===== src/rtl/scarv_cop_pkg.sv =====
// Shared types and constants for the SCARV coprocessor register file.
// Holds the clear-sequencer state encoding and the write byte-lane width.
package scarv_cop_pkg;

    localparam int SCARV_COP_LANE_W = 8;

    typedef enum logic [1:0] {
        CLR_IDLE  = 2'd0,
        CLR_CLEAR = 2'd1,
        CLR_DONE  = 2'd2
    } clr_state_t;

endpackage


===== src/rtl/scarv_cop_regfile_clr.sv =====
// Clear sequencer for xc.init: walks every register once, writing zeros,
// then holds a done indication until the request is dropped.
module scarv_cop_regfile_clr
    import scarv_cop_pkg::*;
#(
    parameter  int DEPTH = 16,
    localparam int AW    = $clog2(DEPTH)
) (
    input  logic          g_clk,
    input  logic          g_reset,
    input  logic          cprs_init,
    output logic          clr_wen,
    output logic [AW-1:0] clr_addr,
    output logic          done,
    output logic          busy
);

    localparam logic [AW-1:0] LAST = AW'(DEPTH - 1);

    clr_state_t    state;
    clr_state_t    state_nxt;
    logic [AW-1:0] clr_cnt;
    logic [AW-1:0] cnt_nxt;

    always_ff @(posedge g_clk or posedge g_reset) begin
        if (g_reset) begin
            state   <= CLR_IDLE;
            clr_cnt <= '0;
        end else begin
            state   <= state_nxt;
            clr_cnt <= cnt_nxt;
        end
    end

    // IDLE and CLEAR share the write step; IDLE always starts from entry 0.
    always_comb begin
        state_nxt = state;
        cnt_nxt   = clr_cnt;
        clr_wen   = 1'b0;
        done      = 1'b0;
        case (state)
            CLR_IDLE, CLR_CLEAR: begin
                if (cprs_init) begin
                    clr_wen = 1'b1;
                    if (clr_cnt == LAST) begin
                        state_nxt = CLR_DONE;
                        cnt_nxt   = '0;
                    end else begin
                        state_nxt = CLR_CLEAR;
                        cnt_nxt   = clr_cnt + AW'(1);
                    end
                end else begin
                    state_nxt = CLR_IDLE;
                    cnt_nxt   = '0;
                end
            end
            CLR_DONE: begin
                done = cprs_init;
                if (!cprs_init) begin
                    state_nxt = CLR_IDLE;
                end
            end
            default: begin
                state_nxt = CLR_IDLE;
                cnt_nxt   = '0;
            end
        endcase
    end

    assign clr_addr = clr_cnt;
    assign busy     = (state != CLR_IDLE);

endmodule


===== src/rtl/scarv_cop_regfile.sv =====
// Parametrised COP general-purpose register file: NREAD combinational read
// ports, one byte-lane-masked write port, sequenced clear and optional bypass.
module scarv_cop_regfile
    import scarv_cop_pkg::*;
#(
    parameter  int XLEN   = 32,
    parameter  int DEPTH  = 16,
    parameter  int NREAD  = 3,
    parameter  int BYPASS = 0,
    localparam int NLANE  = XLEN / SCARV_COP_LANE_W,
    localparam int AW     = $clog2(DEPTH)
) (
    input  logic                  g_clk,
    input  logic                  g_reset,
    output logic                  g_clk_req,
    input  logic                  cprs_init,
    output logic                  cprs_init_done,
    input  logic [NREAD-1:0]      crs_ren,
    input  logic [NREAD*AW-1:0]   crs_addr,
    output logic [NREAD*XLEN-1:0] crs_rdata,
    input  logic [NLANE-1:0]      crd_wen,
    input  logic [AW-1:0]         crd_addr,
    input  logic [XLEN-1:0]       crd_wdata
);

    logic [NLANE-1:0][SCARV_COP_LANE_W-1:0] mem [DEPTH];

    logic             clr_wen;
    logic [AW-1:0]    clr_addr;
    logic             clr_done;
    logic             clr_busy;
    logic [NLANE-1:0] ew_wen;
    logic [AW-1:0]    ew_addr;
    logic [XLEN-1:0]  ew_wdata;

    scarv_cop_regfile_clr #(
        .DEPTH (DEPTH)
    ) u_clr (
        .g_clk     (g_clk),
        .g_reset   (g_reset),
        .cprs_init (cprs_init),
        .clr_wen   (clr_wen),
        .clr_addr  (clr_addr),
        .done      (clr_done),
        .busy      (clr_busy)
    );

    // The writeback port is locked out for the whole of xc.init, even in DONE.
    assign ew_wen   = cprs_init ? {NLANE{clr_wen}} : crd_wen;
    assign ew_addr  = cprs_init ? clr_addr : crd_addr;
    assign ew_wdata = cprs_init ? '0 : crd_wdata;

    always_ff @(posedge g_clk) begin
        for (int l = 0; l < NLANE; l++) begin
            if (ew_wen[l]) begin
                mem[ew_addr][l] <= ew_wdata[l*SCARV_COP_LANE_W +: SCARV_COP_LANE_W];
            end
        end
    end

    for (genvar p = 0; p < NREAD; p++) begin : g_port
        logic [AW-1:0] raddr;
        assign raddr = crs_addr[p*AW +: AW];

        for (genvar l = 0; l < NLANE; l++) begin : g_lane
            logic hit;
            assign hit = (BYPASS != 0) && ew_wen[l] && (ew_addr == raddr);
            assign crs_rdata[p*XLEN + l*SCARV_COP_LANE_W +: SCARV_COP_LANE_W] =
                !crs_ren[p] ? '0 :
                hit         ? ew_wdata[l*SCARV_COP_LANE_W +: SCARV_COP_LANE_W] :
                              mem[raddr][l];
        end
    end

    assign cprs_init_done = clr_done;
    assign g_clk_req      = (|crd_wen) | cprs_init | clr_busy;

endmodule


===== config.mk =====
export PLATFORM = sky130hd
export DESIGN_NAME = scarv_cop_regfile
export DESIGN_NICKNAME = d
export VERILOG_FILES = /design/src/rtl/scarv_cop_pkg.sv /design/src/rtl/scarv_cop_regfile_clr.sv /design/src/rtl/scarv_cop_regfile.sv
export SDC_FILE = /design/constraint.sdc
export NUM_CORES = 1
export LEC_CHECK = 0
export BUFFER_PORTS_ARGS = -buffer_cell sky130_fd_sc_hd__buf_2
export CORE_MARGIN = 3
export CORE_UTILIZATION = 41
export CTS_BUF_LIST = sky130_fd_sc_hd__clkbuf_2
export CTS_CLUSTER_DIAMETER = 80
export DETAILED_ROUTE_END_ITERATION = 10
export PLACE_DENSITY = 0.56
export SLEW_MARGIN = 20
export SYNTH_ARGS = -nofsm -noshare
export SYNTH_HDL_FRONTEND = slang
export SYNTH_HIERARCHICAL = 1
export SYNTH_SLANG_ARGS = --single-unit

===== constraint.sdc =====
create_clock -name g_clk -period 3.1 [get_ports g_clk]
set_input_delay 0.465 -clock g_clk [delete_from_list [all_inputs] [get_ports g_clk]]
set_output_delay 0.465 -clock g_clk [all_outputs]
set_load 0.03 [all_outputs]

==> results.toml, run 1 <==
[timing]
tightest_slew_ns = 1.17
slew_viol_final = 0
whs_ns = 0.212
rsz0062_at_grt = "true"
setup_ws_ns = -0.105
setup_viol = 29
finalCritPeriodShare_pct = 103
hold_violations = 0
finClkSkew_ns = 0.0828
fin_crit_ns = 3.20
timing.slew.headroom_pct = 21.8
fmax_mhz = 312

[clocking]
cts_root_buffer = "clkbuf_2"
clkLatencyLatePin_ns = 1.30
cts_max_level = 4
cts.clk_slew.worst_paths_ns = 0.12
cts_buffers = 139
cts_tree = "done"
cts_num_sinks = 518
cts.path.max_buffers = 3

[detailed_routing]
drtAntennaViolNets = 0
drc = 0
routedWlPerCell_um = 28.7
wl_met2_um = 48000
first_pass_iters = 6
top_layer_used = "met4"
num_vias = 21810
drt-initial-drc-count = 2249
drt_wl_total_um = 102000
wl_met3_um = 8670
viasPerCell = 6.14
wirelength_met1_um = 42000

[outcome]
status = "complete, but fails checks"
violations = "negative setup slack"

[global_route]
track_usage_pct = 27.2
first_global_vias = 22112
grt_max_degree = 65
antenna_found_initial = 1
overflow = 0
grt_first_pass_wirelength_um = 146000

[final_layout]
synthToLayoutAreaGrowth_pct = 23.2
fill_cells = 5986
final_nets = 2579
drive_above_1_share_pct = 34.9
fin_util_pct = 51.5

[synthesis]
ys.warnings.count = 6
yosysSeqAreaShare_pct = 53.7
synth_edf_count = 512
synth_top_cell_area_share_pct = 53.2
synth_cells = 2071
postSynthAreaPerCell_um2 = 14.0
synth_nets = 2130
async_reset_ff_share_pct = 1.16
synth_most_common_cell = "mux2i_1"
synth_ff_type = "edfxtp_1"
yosys.area.top_type = "edfxtp_1"
synthesis.area_um2 = 28900
ys_ff_latch = 518
synth.distinct_cells = 41
yosys-top-cells-area = "edfxtp_1, mux2i_1, mux4_2, a22oi_1, nand2_1"
synth_common_cells = "mux2i_1, edfxtp_1, a22oi_1"

[critical_path]
crit_type = "reg2out"
arrival_ns = 2.74
crit_required_ns = 2.63
cp.depth = 4
critPathTopFamily = "multiplexers"
cp-start-kind = "register"
worst-path-max-fanout = 3
cp.buffers_inverters = 1
worstRegToRegCells = 7
crit_slowest_cell = "mux4_2"
slowest_delay_ns = 0.50
crit_chain = "mux4_2 > a22oi_2 > o21ai_2 > buf_6"
worstSetupEndpointType = "primary output"

[place]
io_buffers = 155
gp_congestion = 0.865
pre_cts_ws_ns = 0.441
post-dp-hpwl_um = 62500

[floorplan]
start_util_pct = 41.8
placementRows = 96
pin_count = 156
die_y_um = 272
core_area_um2 = 69200
die_w_um = 272
dieArea_um2 = 73700

[power_and_ir_drop]
p_leak_nw = 14.1
peakVddDrop_uv = 304
p_per_area_nw_per_um2 = 443

[job]
maxCapViolCount = 0

[min_path]
min_path_type = "in2reg"
whs_path_depth = 7
==> flip-flops by register name, summed over array words and instances, names as in the netlist <==
name	cells
mem	512
u_clr/state	2
u_clr/clr_addr	4
==> layout make-up <==
cell class                      count  area [µm²]  share of cell area (%)
Clock buffer                      184         921                    2.59
Tap cell                          931        1160                    3.27
Sequential cell                   518       15500                    43.6
Inverter                           10        37.5                   0.105
Antenna cell                        1        2.50                 0.00702
Clock inverter                     58         423                    1.19
Multi-Input combinational cell   1370       13200                    37.1
Timing Repair Buffer              481        4350                    12.2
==> cell families after synthesis <==
family	after synthesis	synth area share [%]
adders and majority gates	1	0.0433
and+or+nand+nor	282	4.22
muxes	671	28.6
xor gates and xnor gates	1	0.0303
AOI/OAI and AO/OA	415	10.1
DFF	518	53.7
buffers and inverters	183	3.32
==> final timing paths <==
path / to / startpoint / slack, ns
max: crs_rdata[28] / mem[15][28] / -0.10
min: mem[3][31] / crd_addr[0] / 0.21
max reg2reg: mem[15][30] / u_clr/clr_addr[2] / 0.76
min reg2reg: u_clr/clr_addr[1] / u_clr/state[0] / 0.52
max in group asynchronous: u_clr/state[1] / g_reset / 2.16
min in group asynchronous: u_clr/clr_addr[1] / g_reset / 0.72
==> per-stage QoR <==
stage / setup TNS (ns) / power [mW] / cell area (µm²) / cells
3_3_place_gp: 0 / 10.5 / 31800 / 3158
6_report: -0.966 / 15.8 / 35600 / 3553
5_1_grt: -9.39 / 16.5 / 35600 / 3553
2_1_floorplan: 0 / 9.55 / 28900 / 2071
3_5_place_dp: 0 / 10.5 / 31800 / 3158
4_1_cts: -9.19 / 15.8 / 35000 / 3514
==> power breakdown <==
part           leakage (nW)  internal, mW  switching (mW)  total [mW]
Clock                 0.968          2.22            2.87        5.09
Sequential             4.78          7.81          0.0671        7.87
Combinational          8.31          1.12            1.70        2.82
Total                  14.1          11.1            4.64        15.8
==> what timing repair did <==
action                                 4_1_cts  5_1_grt
buffers inserted                            69       46
gates resized for setup                    260       65
pin swaps                                   40       58
hold buffers                                45        0
endpoints found under the hold margin     1036        0
setup endpoints to repair                   84       85
==> per-layer routing <==
metal | vias up | track usage [%]
met5 | - | 0
met3 | 215 | 6.14
met2 | 1163 | 43.2
li1 | 9372 | -
met1 | 11060 | 36.0
met4 | 0 | 11.3
==> worst register-to-register path: stages (launching register included) <==
cell and delay [ns]:
dfrtp_1 0.47, nand2_1 0.11, o32ai_1 0.13, buf_4 0.20, nand2_1 0.15, nor2_1 0.12
dlygate4sd3_1 0.56, buf_4 0.21
==> cell usage in the layout (no fill, tap or decap), types with 18 or more instances in the layout <==
cell	instances
a22oi_1	240
dlygate4sd3_1	45
o22ai_2	32
edfxtp_1	512
nor2_1	70
a221oi_1	20
o21ai_1	18
clkbuf_2	184
buf_12	36
clkinv_1	36
buf_6	78
nor2b_1	34
mux4_2	124
o21ai_2	48
a22oi_2	26
mux2i_1	535
nand2_1	142
buf_4	262
buf_2	57
No activity file was read; power rests on OpenSTA's default activity.
==> inputs of run 2 (changes only) <==
--- a/config.mk
+++ b/config.mk
@@ -6,7 +6,7 @@
 export NUM_CORES = 1
 export LEC_CHECK = 0
 export BUFFER_PORTS_ARGS = -buffer_cell sky130_fd_sc_hd__buf_2
-export CORE_MARGIN = 3
+export CORE_MARGIN = 4
 export CORE_UTILIZATION = 41
 export CTS_BUF_LIST = sky130_fd_sc_hd__clkbuf_2
 export CTS_CLUSTER_DIAMETER = 80
==> run 2 against run 1 <==
Against the previous run: the run still ends with negative setup slack left; total power is 2.6% lower; clock power decreased by 9.0%; clock skew is 0.043 ns lower; critical path depth unchanged; die area is 1.5% higher; final area up 0.21%; core utilization shrank 0.42 points; maximum frequency down 1.3%; count of clock-buffer cells in the layout increased by 3; first-iteration DRC count rose by 1.5%; wire length up 2.0%; critical path type unchanged; highest routed layer unchanged.
==> results.toml, run 2 (synthesized netlist as in run 1, its figures left out) <==
[final_layout]
final_cell_mix = "mux2i_1, edfxtp_1, buf_4, a22oi_1, clkbuf_2"
fin_util_pct = 51.1
fill_cells = 6012
layout_commonest_cell = "mux2i_1"
largest_register_ffs = 512
regArea_um2 = 15500
top_register = "mem"
synthToLayoutAreaGrowth_pct = 23.5
multi_input_area_um2 = 13300
final_nets = 2592
drive_above_1_share_pct = 35.6

[power_and_ir_drop]
pwr-share-clk_pct = 30.1
p_leak_nw = 14.1
net-switching-power_mw = 4.63
internal-power_mw = 10.7
switching_share_pct = 30.1
seqPwrFrac_pct = 51.2
peakVddDrop_uv = 284
p_total_mw = 15.4
pwr-share-comb_pct = 18.7
p_per_area_nw_per_um2 = 431

[detailed_routing]
first_pass_iters = 5
drt_wl_total_um = 104000
routedWlPerCell_um = 29.2
drt-initial-drc-count = 2282
viasPerCell = 6.16
num_vias = 21961
drc = 0
drtAntennaViolNets = 0

[timing]
finClkSkew_ns = 0.0403
tightest_slew_ns = 1.08
timing.slew.headroom_pct = 27.9
fmax_mhz = 308
fin_crit_ns = 3.25
slew_viol_final = 0
finalCritPeriodShare_pct = 105
whs_ns = 0.197
rsz0062_at_grt = "true"
setup_ws_ns = -0.147
setup_viol = 27
hold_violations = 0

[critical_path]
worstSetupEndpointType = "primary output"
arrival_ns = 2.78
cp-start-kind = "register"
crit_type = "reg2out"
worst-path-max-fanout = 3
crit_required_ns = 2.63

[place]
post-dp-hpwl_um = 64100
io_buffers = 155
gp_congestion = 0.857

[clocking]
cts.path.max_buffers = 3
cts_num_sinks = 518
cts_tree = "done"
clkLatencyLatePin_ns = 1.30
cts_root_buffer = "clkbuf_2"
cts_max_level = 4
cts_buffers = 138
cts.clk_slew.worst_paths_ns = 0.11

[global_route]
grt_max_degree = 48
antenna_found_initial = 1
first_global_vias = 22335
track_usage_pct = 27.3
grt_first_pass_wirelength_um = 149000
overflow = 0

[outcome]
status = "complete, but fails checks"
violations = "negative setup slack"

[floorplan]
dieArea_um2 = 74800
die_y_um = 274
start_util_pct = 41.4
die_w_um = 274
core_area_um2 = 69900
placementRows = 97
pin_count = 156

[min_path]
min_path_type = "in2async"

[job]
maxCapViolCount = 0
==> run 2: changes by cell type in the layout (fill, tap and decap cells not counted), moves of 4 or more <==
| cell | previous run | this run |
|---|---|---|
| o21ai_1 | 18 | 31 |
| buf_12 | 36 | 42 |
| bufinv_16 | 7 | 2 |
| o21ai_2 | 48 | 33 |
| o22ai_1 | 9 | 5 |
| buf_4 | 262 | 278 |
| a22oi_1 | 240 | 232 |
| a22oi_2 | 26 | 34 |
| clkinv_1 | 36 | 28 |
==> run 2: power by group through the flow <==
stage	combinational [mW]	sequential (mW)	clock, mW
finish	2.87	7.87	4.63
detailed placement	2.49	8.03	0
floorplan	1.53	8.01	0
CTS	2.77	7.87	4.78
global placement	2.46	8.03	0
global route	2.99	7.89	5.16
==> run 2: area by class of cell <==
type                            instances  area share (%)
Clock buffer                          187            2.62
Sequential cell                       518            43.5
Multi-Input combinational cell       1370            37.2
Timing Repair Buffer                  495            12.7
Inverter                               10           0.105
Antenna cell                            2          0.0140
Clock inverter                         42           0.606
Tap cell                              940            3.29
==> run 2: path summary, 6_finish.rpt <==
kind / slack (ns) / end / from / cells after the start
min: 0.20 / u_clr/clr_addr[0] / g_reset / 4
min reg2reg: 0.52 / u_clr/clr_addr[2] / u_clr/state[0] / 1
max in group asynchronous: 2.68 / u_clr/state[0] / g_reset / 4
max: -0.15 / crs_rdata[11] / mem[15][11] / 4
max reg2reg: 0.65 / mem[3][11] / u_clr/clr_addr[2] / 7
min in group g_clk: 0.20 / mem[10][27] / crd_addr[2] / 6
==> run 2: worst max-delay path, cell delays in order, from the launching register on <==
cell      delay [ns]
edfxtp_1        0.43
mux4_2          0.52
a22oi_2         0.25
o21ai_1         0.13
buf_4           0.19
==> run 2: metrics by stage <==
step	setup WS, ns	setup TNS (ns)	instances	area, µm²
6_report	-0.147	-1.04	3564	35700
2_1_floorplan	0.634	0	2071	28900
3_3_place_gp	0.431	0	3186	32000
4_1_cts	-0.289	-9.48	3532	35100
3_5_place_dp	0.411	0	3186	32000
5_1_grt	-0.279	-11.34	3563	35700
==> run 2: what timing repair did <==
action | in CTS | in global routing
endpoints found under the setup margin | 88 | 94
hold buffers | 43 | 0
pin swaps | 61 | 72
resized for setup | 249 | 86
hold endpoints to repair | 942 | 0
setup buffers | 74 | 40
==> run 2: layer usage <==
layer	part of all wire, %	GRT usage (%)	up-vias
met5	0	0	-
li1	-	-	9380
met2	47	43.9	1190
met3	8.8	5.76	261
met1	40	36.0	11130
met4	3.9	11.9	0
